==> config.mk <==
export PLATFORM = sky130hd
export DESIGN_NAME = opd_forward_hazard
export DESIGN_NICKNAME = d
export VERILOG_FILES = /design/src/rtl/opd_forward_hazard_pkg.sv /design/src/rtl/opd_fwd_mux.sv /design/src/rtl/opd_forward_hazard.sv
export SDC_FILE = /design/constraint.sdc
export NUM_CORES = 1
export LEC_CHECK = 0
export ABC_AREA = 1
export ABC_CLOCK_PERIOD_IN_PS = 5500
export BUFFER_PORTS_ARGS = -buffer_cell sky130_fd_sc_hd__buf_2
export CAP_MARGIN = 10
export CORE_MARGIN = 5
export CORE_UTILIZATION = 53
export DETAILED_ROUTE_END_ITERATION = 7
export GPL_TIMING_DRIVEN = 0
export PLACE_DENSITY = 0.89
export SLEW_MARGIN = 20
export SYNTH_ARGS = -nofsm -noshare
export SYNTH_HDL_FRONTEND = slang
export SYNTH_SLANG_ARGS = --single-unit
==> constraint.sdc <==
create_clock -name clk -period 5.5 [get_ports clk]
set_clock_uncertainty 0.2 [all_clocks]
set_input_delay 0.275 -clock clk [delete_from_list [all_inputs] [get_ports clk]]
set_output_delay 0.275 -clock clk [all_outputs]
set_load 0.02 [all_outputs]
==> src/rtl/opd_forward_hazard_pkg.sv <==
// Shared constants and the per-stage writer tag used by the operand forwarder.
package opd_forward_hazard_pkg;

    localparam int REG_ADDR_W = 5;
    localparam int XLEN_DEF   = 32;

    // Entry indices of the tracked post-ID stages.
    localparam int STG_EX  = 0;
    localparam int STG_MEM = 1;
    localparam int STG_WB  = 2;

    // One in-flight writer: does it write, which register, and is it a load.
    typedef struct packed {
        logic                  vld;
        logic [REG_ADDR_W-1:0] rd;
        logic                  is_load;
    } stg_tag_t;

endpackage

==> src/rtl/opd_fwd_mux.sv <==
// Per-operand forwarding select: the youngest in-flight writer of rs wins.
// If that writer is a load whose data is not available yet, not_rdy is
// raised and the operand value is left at the register file data.
module opd_fwd_mux
    import opd_forward_hazard_pkg::*;
#(
    parameter int XLEN     = XLEN_DEF,
    parameter int DEPTH    = STG_WB + 1,
    parameter int LOAD_LAT = STG_MEM
) (
    input  stg_tag_t               tags [DEPTH],
    input  logic [REG_ADDR_W-1:0]  rs,
    input  logic [DEPTH*XLEN-1:0]  stg_data,
    input  logic [XLEN-1:0]        reg_data,
    output logic [XLEN-1:0]        opd,
    output logic                   not_rdy
);

    logic found;

    // Scan from youngest (entry 0) to oldest; the first match decides.
    always_comb begin
        opd     = reg_data;
        not_rdy = 1'b0;
        found   = 1'b0;
        for (int i = 0; i < DEPTH; i++) begin
            if (!found && tags[i].vld && (tags[i].rd == rs) && (rs != '0)) begin
                found = 1'b1;
                if (tags[i].is_load && (i < LOAD_LAT)) begin
                    not_rdy = 1'b1;
                end else begin
                    opd = stg_data[i*XLEN +: XLEN];
                end
            end
        end
    end

endmodule

==> src/rtl/opd_forward_hazard.sv <==
// Operand forwarder with load-use hazard detection across DEPTH post-ID
// stages. Keeps a shift pipe of writer tags that advances every cycle
// (the back end never stalls), forwards the youngest ready result to each
// ID operand and stalls ID when the youngest match is a load still in flight.
module opd_forward_hazard
    import opd_forward_hazard_pkg::*;
#(
    parameter int XLEN     = XLEN_DEF,
    parameter int DEPTH    = STG_WB + 1,
    // Entry index at which load data is valid; keep 1 <= LOAD_LAT < DEPTH.
    parameter int LOAD_LAT = STG_MEM,
    parameter int CNT_W    = 32
) (
    input  logic                   clk,
    input  logic                   rst,
    input  logic                   flush,
    input  logic [REG_ADDR_W-1:0]  ID_rs1,
    input  logic [REG_ADDR_W-1:0]  ID_rs2,
    input  logic                   ID_rs1_used,
    input  logic                   ID_rs2_used,
    input  logic [REG_ADDR_W-1:0]  ID_rd,
    input  logic                   ID_rd_vld,
    input  logic                   ID_is_load,
    input  logic                   ID_vld,
    input  logic [DEPTH*XLEN-1:0]  STG_x_rd,
    input  logic [XLEN-1:0]        REGS_rddata1,
    input  logic [XLEN-1:0]        REGS_rddata2,
    output logic [XLEN-1:0]        OF_x_rs1,
    output logic [XLEN-1:0]        OF_x_rs2,
    output logic                   OF_stall,
    output logic [CNT_W-1:0]       OF_stall_cnt
);

    stg_tag_t tags [DEPTH];
    stg_tag_t ins_tag;
    logic     rs1_not_rdy;
    logic     rs2_not_rdy;

    // Tag entering EX: a stalled or flushed ID instruction becomes a bubble,
    // and writes to x0 are never tracked so they can never forward.
    always_comb begin
        ins_tag.vld     = ID_vld & ~OF_stall & ~flush & ID_rd_vld & (ID_rd != '0);
        ins_tag.rd      = ID_rd;
        ins_tag.is_load = ID_is_load;
    end

    // Writer tag shift pipe; only the valid bits need clearing on reset.
    always_ff @(posedge clk) begin
        if (rst) begin
            for (int i = 0; i < DEPTH; i++) begin
                tags[i].vld <= 1'b0;
            end
        end else begin
            tags[STG_EX] <= ins_tag;
            for (int i = STG_EX + 1; i < DEPTH; i++) begin
                tags[i] <= tags[i-1];
            end
        end
    end

    opd_fwd_mux #(
        .XLEN     (XLEN),
        .DEPTH    (DEPTH),
        .LOAD_LAT (LOAD_LAT)
    ) u_fwd_rs1 (
        .tags     (tags),
        .rs       (ID_rs1),
        .stg_data (STG_x_rd),
        .reg_data (REGS_rddata1),
        .opd      (OF_x_rs1),
        .not_rdy  (rs1_not_rdy)
    );

    opd_fwd_mux #(
        .XLEN     (XLEN),
        .DEPTH    (DEPTH),
        .LOAD_LAT (LOAD_LAT)
    ) u_fwd_rs2 (
        .tags     (tags),
        .rs       (ID_rs2),
        .stg_data (STG_x_rd),
        .reg_data (REGS_rddata2),
        .opd      (OF_x_rs2),
        .not_rdy  (rs2_not_rdy)
    );

    // Stall only for operands actually read; a flush overrides the stall.
    always_comb begin
        OF_stall = ID_vld & ~flush &
                   ((ID_rs1_used & rs1_not_rdy) | (ID_rs2_used & rs2_not_rdy));
    end

    // Saturating count of stall cycles.
    always_ff @(posedge clk) begin
        if (rst) begin
            OF_stall_cnt <= '0;
        end else if (OF_stall && (OF_stall_cnt != '1)) begin
            OF_stall_cnt <= OF_stall_cnt + 1'b1;
        end
    end

endmodule

======== Yosys cells after proc, flatten, opt, wreduce, memory -nomap -nowiden ========
Cells that the tools add are included.
cells by class
  add/sub/neg operators ................... 1
  equal/unequal tests ..................... 7
  mux-type cells .......................... 15
  bitwise logic cells ..................... 11
  reductions and logical operators ........ 24
operators by type and width
  operator                                        number
  2-to-1 mux 32 bit                               8
  adder 32 x 1 -> 32 bit (second input constant)  1
  inequality test 32 bit (second input constant)  1
  == test 5 bit                                   6
  logical AND 1 bit                               17
  nonzero test 5 bit                              3
  AND 1 bit                                       8
  2-to-1 mux 1 bit                                7
  zero test 1 bit                                 4
  NOT 1 bit                                       2
  bitwise OR 1 bit                                1
storage, ports and cells
  flip-flop bits (word level) ............. 51
  output and inout port bits .............. 97

======== Longest topological paths before layout ========
Gate-level depths: netlist of run 1.
  word-level depth ........................ 14
  mapped depth ............................ 14

======== Cells and area by module ========
Synthesis of run 1 repeated with hierarchy kept, for this count alone.
unflattened totals
  cell total of the unflattened synthesis .. 1463
  area total of the unflattened synthesis .. 7384.6 um^2
modules (own cells, without submodules)
  module              times used  cells an instance  area an instance (um^2)
  opd_fwd_mux         2           550                2293.4
  opd_forward_hazard  1           363                2797.7

======== Least setup slack after synthesis of run 1 ========
No wires, ideal clock.
  path type ............................... register to output
  start point ............................. reg, netlist name tags[11]
  end point ............................... out OF_x_rs1[14]
  arrival ................................. 1.652 ns
  slack ................................... 3.373 ns
  stages on the path, launching flop included .. 12
  path buffers ............................ 2
  cells stage by stage .................... edfxtp_1 -> inv_1 -> nor2_1 -> nor3_1 -> nand3b_1 -> nor2_1 -> nand2_2 -> buf_6 -> buf_2 -> nand3b_1 -> nand2_1 -> nor2_1
on the way
  cells in the longest elaborated chain, start to end .. 9
ends and longest elaborated chain
  item                               RTL line                  text
  == test 5 bit *                    opd_fwd_mux.sv:27         if (!found && tags[i].vld && (tags[i].rd == rs) && (rs != '0)) begin
  logical AND 1 bit * (2 in series)  opd_fwd_mux.sv:27
  2-to-1 mux 1 bit                   opd_fwd_mux.sv:27
  zero test 1 bit                    opd_fwd_mux.sv:27
  logical AND 1 bit (3 in series)    opd_fwd_mux.sv:27
  2-to-1 mux 32 bit *                opd_fwd_mux.sv:27
  end: declaration                   opd_forward_hazard.sv:28  output logic [XLEN-1:0] OF_x_rs1,
Every way passes the cells marked *; elsewhere a longest branch is shown, timed or not.

======== Final worst setup path of run 1 ========
  start point ............................. reg, netlist name tags[10]
  end point ............................... out OF_x_rs1[23]
on the way
  cells in the longest elaborated chain, start to end .. 9
ends and longest elaborated chain
  item                               RTL line
  == test 5 bit *                    opd_fwd_mux.sv:27
  logical AND 1 bit * (2 in series)  opd_fwd_mux.sv:27
  2-to-1 mux 1 bit                   opd_fwd_mux.sv:27
  zero test 1 bit                    opd_fwd_mux.sv:27
  logical AND 1 bit (3 in series)    opd_fwd_mux.sv:27
  2-to-1 mux 32 bit *                opd_fwd_mux.sv:27
Marks and branches as above.

==> flow_summary_export.csv, run 1 <==
group,metric,value,unit
yosys,yosys.area.top_type,"nand2_1",
drt,routed-wl-met3,2.49,mm
pwr,comb_power_share,27.6,%
cts,cts_tree,"done",
finish,layout-drive-gt1-share,26.6,%
cts,cts_buffer_depth,2,
setup_path,cp_top_family,"buffers and inverters",
pwr,p_int,0.682,mW
place,hpwlAfterDp,20.4,mm
place,place_congestion,0.961,
floorplanning,pin_count,280,
drt,wl_met1,9.83,mm
yosys,synth-seq-cells,51,
yosys,netlist_area,6190,sq um
pwr,p_sw,0.323,mW
setup_path,end_kind,"primary output",
pwr,clkPwrFrac,31.9,%
drt,vias,8561,
sta,slew_violations,0,
sta,slew_headroom,51.2,%
drt,wl_per_cell,16.0,microns
finish,final_nets,1636,
floorplanning,start_util,54.2,%
finish,final_util,69.9,%
hold_path,hp-class,"input port to flop",
cts,cts_sinks,51,
setup_path,critPathMaxFanout,10,
drt,drcViolationCount,0,
status,status,"completed",
grt,grt_antenna_before_repair,9,
finish,fillers,1124,
drt,highest_layer,"met5",
setup_path,critPathBufInv,4,
sta,fin_crit_sh,53.3,%
setup_path,r2r-start,"OF_stall_cnt[0]",
cts,clk_pin_slew,0.07,ns
pwr,p_leak,4.55,nW
yosys,avgSynthCellArea,5.33,sq um
sta,finalSetupViolCount,0,
setup_path,crit_type,"flop to primary output",
setup_path,cpMaxStageDelayCell,"edfxtp_1",
cts,insertion_delay,0.30,ns
sta,hold_viol,0,
finish,area_growth,29.0,%
floorplanning,rows,39,
sta,tightest_slew,0.731,ns
grt,grt_use_total,35.2,%
yosys,syn_inst,1161,
sta,worst_slack,2.57,ns
cts,cts_made_buffers,5,
cts,h-tree-depth,2,
grt,grt_remaining_overflow,0,
pwr,cellPowerDensity,126,nW/um^2
setup_path,cp_cell_sequence,"inv_1, o21ai_0, nor3_1, nand3b_1, nor2_1, nand2_2, inv_2, clkbuf_1, nand2_1, nand2_1, nor2_1, buf_2",
drt,antenna_left,0,
cts,cts-root-buf,"clkbuf_16",
sta,fin_tns_setup,0,ns
setup_path,start_kind,"flop",
sta,fmax,341,MHz
drt,drt_iter0_drc,924,
setup_path,required,5.03,ns
place,dp_cells,1582,
pwr,p_sw_share,32.1,%
yosys,yosysWarnings,0,
drt,viasPerCell,5.34,
grt,grt_pass1_wl,41.1,mm
sta,min_period,2.93,ns
yosys,ys_seq_area_share,19.1,%
pwr,max-vdd-ir-drop,0.111,mV
place,place_ws,2.90,ns
setup_path,crit_start,"tags[10]",
setup_path,cpPeakStageDelay,0.49,ns
drt,wirelength,25.7,mm
yosys,synthTopCellsByArea,"nand2_1, dfxtp_1, nor2_1",
yosys,synth_top_area_share,29.5,%
drt,drt_first_pass_iters,6,
drt,dr_wl_met2,12.3,mm
hold_path,min_from,"ID_rd_vld",
sta,rsz0062_at_grt,"false",
setup_path,cp.arrival,2.46,ns
sta,fin_hold_ws,0.0673,ns
floorplanning,design.die.area,13900,sq um
place,io_buffers,278,
yosys,synth_cell_types,38,
grt,first_global_vias,8103,
job,drv_cap,0,
floorplanning,chipHeight,118,microns
yosys,syn-num-nets,1345,
floorplanning,die_w,118,microns
pwr,p_seq_share,40.5,%
grt,grt_max_degree,20,
floorplanning,design.core.area,11400,sq um
finish,stdcell_count,1602,
[cell type report]
type	count	area [sq um]	share of cell area, %
flip-flops and latches	51	1180	14.8
repair buffers	284	1450	18.2
clock buffers	5	125	1.57
well taps	143	179	2.24
inverters	141	529	6.63
diodes	6	15.0	0.188
multi-input cells	912	4170	52.3
clock inverters	3	23.8	0.298
plain buffers	57	305	3.83
[through the flow]
step                instance area (sq um)  power [mW]
floorplan                            6190       0.554
global placement                     7760       0.682
detailed placement                   7760       0.684
CTS                                  7970        1.00
global route                         7980        1.05
finish                               7980        1.00
[registers in the layout, indices dropped and copies added, names as in the netlist]
register / cells
OF_stall_cnt: 32
tags: 19
[placed cells by master, fill, tap and decap left out, drive strengths merged]
cell type / n
nor3: 6
buf: 317
o2111ai: 1
or2: 2
a211oi: 1
dfxtp: 35
ha: 1
nor2: 172
clkbuf: 23
nand4: 40
o22ai: 2
xor2: 14
edfxtp: 16
clkinvlp: 2
xnor2: 8
nand2: 501
nand3: 78
a21boi: 1
a21oi: 34
dlygate4sd3: 6
diode: 6
nand3b: 47
o21ai: 4
inv: 141
clkinv: 1
[worst reg2reg max path, cell delays in order, from the launching register on]
cell	delay, ns
dfxtp_1	0.48
ha_1	0.40
nand3_2	0.17
inv_2	0.12
nand2_4	0.07
nor2_4	0.15
nand4_4	0.14
clkbuf_1	0.31
nand4_1	0.20
a21oi_1	0.08
[power by group through the flow]
stage                     Clock [mW]  Sequential (mW)  Combinational [mW]
after CTS                      0.321            0.407               0.273
after floorplan                    0            0.412               0.142
final                          0.321            0.407               0.277
after global placement             0            0.415               0.267
after detailed placement           0            0.415               0.268
after global routing           0.340            0.408               0.304
[kinds of logic (layout without fill, tap and decap cells)]
kind of cell	after synthesis	after routing	synth area share [%]
adders and majority gates	1	1	0.202
and+or+nand+nor	846	846	59.4
AOI/OAI and AO/OA	43	43	4.75
buffers and inverters	198	490	13.5
xor gates and xnor gates	22	22	3.11
DFF	51	51	19.1
other	0	6	0
[final timing paths]
kind / end / slack, ns / cells past startpoint
setup / recovery: OF_x_rs1[23] / 2.57 / 12
hold / removal: tags[20] / 0.07 / 3
setup reg to reg: OF_stall_cnt[30] / 3.06 / 9
hold reg to reg: tags[6] / 0.26 / 2
[synthesized netlist by cell type, drive strengths merged]
cell type and n:
a211oi 1, a21boi 1, a21oi 34, buf 39, clkbuf 18, clkinv 1
dfxtp 35, edfxtp 16, ha 1, inv 140, nand2 501, nand3 78
nand3b 47, nand4 40, nor2 172, nor3 6, o2111ai 1, o21ai 4
o22ai 2, or2 2, xnor2 8, xor2 14
[per-layer routing]
layer,global-route usage [%],vias to the layer above
met4,14.3,6
met2,60.5,506
li1,-,4166
met5,0,-
met1,42.7,3794
met3,7.26,89
[what timing repair did]
item | in CTS | in global routing
hold endpoints to repair | 6 | 0
buffers inserted | 0 | 0
gates resized for setup | 0 | 0
hold buffers | 6 | 0
(Power assumes the default switching activity.)
==> run 2: changes to the inputs <==
ABC_AREA = 0   (was 1)
ABC_CLOCK_PERIOD_IN_PS = 2540   (was 5500)
CORE_UTILIZATION = 41   (was 53)
PLACE_DENSITY = 0.79   (was 0.89)
clock period = 2.54 ns   (was 5.5 ns; I/O delays follow)
==> flow_summary_export.csv, run 2 <==
group,metric,value,unit
yosys,ys.flop_type,"dfxtp_1",
cts,clk_pin_slew,0.07,ns
grt,grt_max_degree,22,
cts,cts-root-buf,"clkbuf_16",
setup_path,cpMaxStageDelayCell,"edfxtp_1",
finish,final_nets,1098,
setup_path,cp_top_family,"buffers and inverters",
finish,largest_reg_flops,32,
yosys,synth-seq-cells,51,
drt,wl_per_cell,22.1,microns
yosys,yosysWarnings,0,
yosys,syn_inst,586,
pwr,p_int,1.66,mW
finish,regMostFlops,"OF_stall_cnt",
sta,slew_headroom,49.6,%
yosys,synth-edff-count,16,
setup_path,cpPeakStageDelay,0.47,ns
sta,finalSetupViolCount,69,
drt,drt_first_pass_iters,5,
job,drv_cap,0,
sta,worst_slack,-0.216,ns
finish,fillers,758,
floorplanning,design.core.area,11400,sq um
setup_path,cp.arrival,2.43,ns
drt,viasPerCell,6.18,
yosys,ys_seq_area_share,24.8,%
yosys,avgSynthCellArea,8.12,sq um
cts,cts_buffer_depth,2,
drt,vias,6576,
setup_path,end_kind,"primary output",
place,hpwlAfterDp,15.5,mm
floorplanning,rows,39,
yosys,netlist_area,4760,sq um
floorplanning,design.die.area,13900,sq um
setup_path,critPathMaxFanout,10,
yosys,synthTopCellsByCount,"nor2_1, mux2i_1, a221oi_1",
hold_path,whs_path_depth,3,
grt,grt_pass1_wl,33.5,mm
place,place_congestion,0.970,
place,placed_cell_area,6320,sq um
sta,fmax,363,MHz
yosys,synth_cell_types,50,
hold_path,hp-class,"input port to flop",
pwr,p_sw_share,28.6,%
drt,wirelength,23.6,mm
grt,grt_use_total,29.1,%
pwr,max-vdd-ir-drop,0.417,mV
place,io_buffers,277,
setup_path,worstRegToRegCells,8,
floorplanning,pin_count,280,
place,place_ws,-0.398,ns
setup_path,cp_cell_sequence,"xnor2_2, nand4_4, nor4_4, buf_6, buf_12, mux2i_1, a221oi_2, buf_4",
finish,final_util,73.1,%
drt,drt_iter0_drc,770,
yosys,yosysMostFrequentCell,"nor2_1",
sta,slew_violations,0,
yosys,yosys.area.top_type,"dfxtp_1",
sta,min_period,2.76,ns
setup_path,crit_type,"flop to primary output",
yosys,synth_top_area_share,14.7,%
finish,final_common_cell,"buf_2",
pwr,comb_power_share,28.8,%
yosys,syn-num-nets,770,
yosys,async_reset_ff_share,0,%
finish,area_growth,75.4,%
floorplanning,chipHeight,118,microns
cts,cts_made_buffers,5,
finish,seqCellArea,1180,sq um
sta,tightest_slew,0.755,ns
pwr,cellPowerDensity,278,nW/um^2
pwr,p_seq_share,38.2,%
sta,rsz0062_at_grt,"true",
finish,final_cell_mix,"buf_2, nor2_1, buf_4",
finish,largestRegisters,"OF_stall_cnt x32, tags x19",
finish,layout-drive-gt1-share,57.5,%
grt,grt_antenna_before_repair,6,
setup_path,critPathBufInv,3,
pwr,p_sw,0.663,mW
sta,hold_viol,0,
cts,cts_tree,"done",
drt,antenna_left,0,
floorplanning,die_w,118,microns
cts,cts_sinks,51,
cts,insertion_delay,0.29,ns
status,violations,"setup timing",
setup_path,start_kind,"flop",
finish,final_area,8350,sq um
floorplanning,start_util,41.7,%
cts,h-tree-depth,2,
setup_path,required,2.21,ns
pwr,clkPwrFrac,33.0,%
grt,first_global_vias,6264,
drt,drcViolationCount,0,
sta,fin_crit_sh,108,%
grt,grt_remaining_overflow,0,
sta,fin_tns_setup,-7.97,ns
pwr,p_leak,3.34,nW
finish,multi_input_area,4200,sq um
setup_path,crit_cells,8,
yosys,synthTopCellsByArea,"dfxtp_1, mux2i_1, nor2_1",
status,status,"finished with violations",
## run 2: cells by family (layout without fill, tap and decap cells)
group	count (synthesis)	in the layout	share of synthesized area, %
compound gates	130	130	22.0
xor+xnor	32	32	6.52
mux	67	67	14.1
other cells	0	6	0
buf+inv	50	379	5.52
simple gates	255	255	26.7
fa+ha+maj	1	1	0.263
flops	51	51	24.8
## run 2: repair_timing
action                                  CTS  global route
buffers inserted                         23             8
hold endpoints to repair                  7             0
endpoints found under the setup margin   79            91
gates resized for setup                 223           114
hold buffers                              8             0
cloned                                    4             5
pin swaps                                33            50
## run 2: final timing paths
check | startpoint | endpoint | slack, ns
setup / recovery | tags[19] | OF_x_rs1[28] | -0.22
hold / removal | rst | OF_stall_cnt[28] | 0.13
setup reg to reg | tags[19] | OF_stall_cnt[12] | -0.12
hold reg to reg | tags[13] | tags[6] | 0.29
## run 2: worst reg2reg max path, stage by stage (launching register included)
cell and delay (ns):
edfxtp_1 0.47, xnor2_2 0.24, nand4_4 0.14, buf_4 0.17, nor4b_4 0.29, o2111ai_4 0.25
buf_6 0.21, or4_1 0.48, a21oi_2 0.13
## run 2: layer usage
metal,global-route usage [%],up-vias,wire [microns]
met1,34.2,3093,8370
met2,50.9,450,11700
met5,0,-,0
li1,-,2906,-
met4,13.8,0,1500
met3,5.05,127,1980
## run 2: power groups by stage
| stage | logic [mW] | registers, mW | clock network, mW |
|---|---|---|---|
| 2_1_floorplan | 0.247 | 0.898 | 0 |
| 3_3_place_gp | 0.504 | 0.901 | 0 |
| 3_5_place_dp | 0.509 | 0.903 | 0 |
| 4_1_cts | 0.600 | 0.885 | 0.773 |
| 5_1_grt | 0.697 | 0.888 | 0.806 |
| 6_report | 0.667 | 0.886 | 0.766 |
## run 2: stage by stage
stage / hold WS [ns] / power (mW) / instances
floorplan: 0.0259 / 1.15 / 586
global placement: 0.119 / 1.41 / 1006
detailed placement: 0.118 / 1.41 / 1006
CTS: 0.136 / 2.26 / 1046
finish: 0.131 / 2.32 / 1064
global route: 0.164 / 2.39 / 1064
## run 2: final cells by class
class	count	share of cell area [%]
Clock inverter	2	0.450
Clock buffer	6	1.54
Antenna cell	6	0.180
Multi-Input combinational cell	485	50.3
Buffer	42	6.10
Sequential cell	51	14.2
Inverter	5	0.225
Tap cell	143	2.14
Timing Repair Buffer	324	24.9
==> run 3: changes to the inputs <==
PLACE_DENSITY = 0.83   (was 0.79)
==> flow_summary_export.csv, run 3 (synthesis gave the netlist of run 2 again) <==
group,metric,value,unit
grt,first_global_vias,6200,
pwr,total_power,2.26,mW
grt,grt_use_total,29.7,%
setup_path,critPathMaxFanout,5,
setup_path,cp_top_family,"buffers and inverters",
finish,largestRegisters,"OF_stall_cnt x32, tags x19",
sta,fmax,359,MHz
status,status,"finished with violations",
floorplanning,pin_count,280,
drt,viasPerCell,6.14,
finish,final_nets,1101,
cts,cts_sinks,51,
hold_path,whs_path_depth,3,
floorplanning,design.die.area,13900,sq um
place,dp_cells,1006,
sta,fin_tns_setup,-10.00,ns
grt,grt_pass1_wl,33.8,mm
cts,cts-root-buf,"clkbuf_16",
place,place_ws,-0.317,ns
grt,met1_usage,34.4,%
setup_path,cp.arrival,2.46,ns
sta,slew_headroom,48.0,%
drt,wl_per_cell,23.0,microns
setup_path,cp_cell_sequence,"xnor2_2, nand2_1, o21ba_4, nand4_1, buf_6, buf_8, clkbuf_16, nor2_4, a221oi_2, buf_4",
cts,insertion_delay,0.30,ns
drt,antenna_left,0,
setup_path,critPathBufInv,4,
setup_path,crit_type,"flop to primary output",
place,hpwlAfterDp,16.0,mm
finish,final_cell_mix,"buf_2, nor2_1, buf_4",
place,place_congestion,0.952,
cts,h-tree-depth,2,
pwr,max-vdd-ir-drop,0.332,mV
sta,fin_crit_sh,110,%
setup_path,start_kind,"flop",
status,violations,"setup timing",
cts,cts_made_buffers,5,
floorplanning,design.core.area,11400,sq um
sta,hold_viol,0,
sta,rsz0062_at_grt,"true",
finish,largest_reg_flops,32,
pwr,cellPowerDensity,272,nW/um^2
sta,tightest_slew,0.780,ns
drt,wirelength,24.5,mm
finish,final_area,8340,sq um
sta,worst_slack,-0.247,ns
floorplanning,chipHeight,118,microns
finish,area_growth,75.2,%
grt,grt_antenna_before_repair,6,
grt,grtUsageMet3,4.42,%
setup_path,cpMaxStageDelayCell,"edfxtp_1",
sta,finalSetupViolCount,74,
floorplanning,start_util,41.7,%
setup_path,required,2.21,ns
place,placed_cell_area,6320,sq um
sta,min_period,2.79,ns
cts,cts_buffer_depth,2,
sta,slew_violations,0,
setup_path,cpPeakStageDelay,0.50,ns
cts,cts_tree,"done",
grt,grt_remaining_overflow,0,
place,io_buffers,277,
grt,grt_util_met2,55.1,%
drt,drcViolationCount,0,
setup_path,end_kind,"primary output",
floorplanning,die_w,118,microns
setup_path,crit_cells,10,
job,drv_cap,0,
finish,stdcell_count,1068,
hold_path,hp-class,"input port to flop",
grt,grt_max_degree,22,
setup_path,worstRegToRegCells,8,
drt,vias,6562,
finish,layout-drive-gt1-share,55.2,%
cts,clk_pin_slew,0.07,ns
pwr,p_leak,3.37,nW
finish,final_common_cell,"buf_2",
drt,drt_iter0_drc,793,
finish,regMostFlops,"OF_stall_cnt",
drt,drt_first_pass_iters,5,
grt,busiest_layer,"met2",
floorplanning,rows,39,
-- run 3: area by class of cell --
type / count / area (sq um)
inverter: 5 / 18.8
buffer: 43 / 559
fill: 809 / 3080
clock buffer: 5 / 125
sequential: 51 / 1180
multi-input combinational: 486 / 4140
tap: 143 / 179
timing repair buffer: 325 / 2100
clock inverter: 3 / 18.8
antenna: 7 / 17.5
-- run 3: worst min-delay path: cells and delay by family --
kind,cells,cell delay (ns)
simple gates,1,0.16
buf+inv,1,0.22
mux,1,0.14
-- run 3: final timing paths --
path	slack (ns)	endpoint	start
hold reg to reg	0.29	tags[6]	tags[13]
hold / removal	0.18	OF_stall_cnt[28]	rst
setup / recovery	-0.25	OF_x_rs2[16]	tags[16]
setup reg to reg	-0.05	OF_stall_cnt[10]	tags[19]
-- run 3: stage by stage --
step	util, %	hold slack (ns)
after floorplan	-	0.0259
after global placement	55.4	0.106
after detailed placement	55.4	0.110
after CTS	66.6	0.172
after global routing	73.0	0.195
final	73.0	0.177
-- run 3: power breakdown --
part,switching [mW],leakage [nW],total [mW],internal (mW)
Sequential,0.0226,0.439,0.885,0.863
Combinational,0.347,2.86,0.690,0.343
Clock,0.324,0.0702,0.689,0.365
Total,0.694,3.37,2.26,1.57
-- run 3: what timing repair did --
item | 4_1_cts | 5_1_grt
hold buffers | 8 | 0
endpoints found under the setup margin | 81 | 93
setup buffers | 17 | 15
gates cloned | 4 | 5
pin swaps | 28 | 54
gates resized for setup | 214 | 115
endpoints found under the hold margin | 7 | 0
-- run 3: routing by layer --
metal	vias to the layer above	wire [microns]
met5	-	0
met4	0	1350
met3	124	1960
met2	465	12800
met1	3064	8380
li1	2909	-
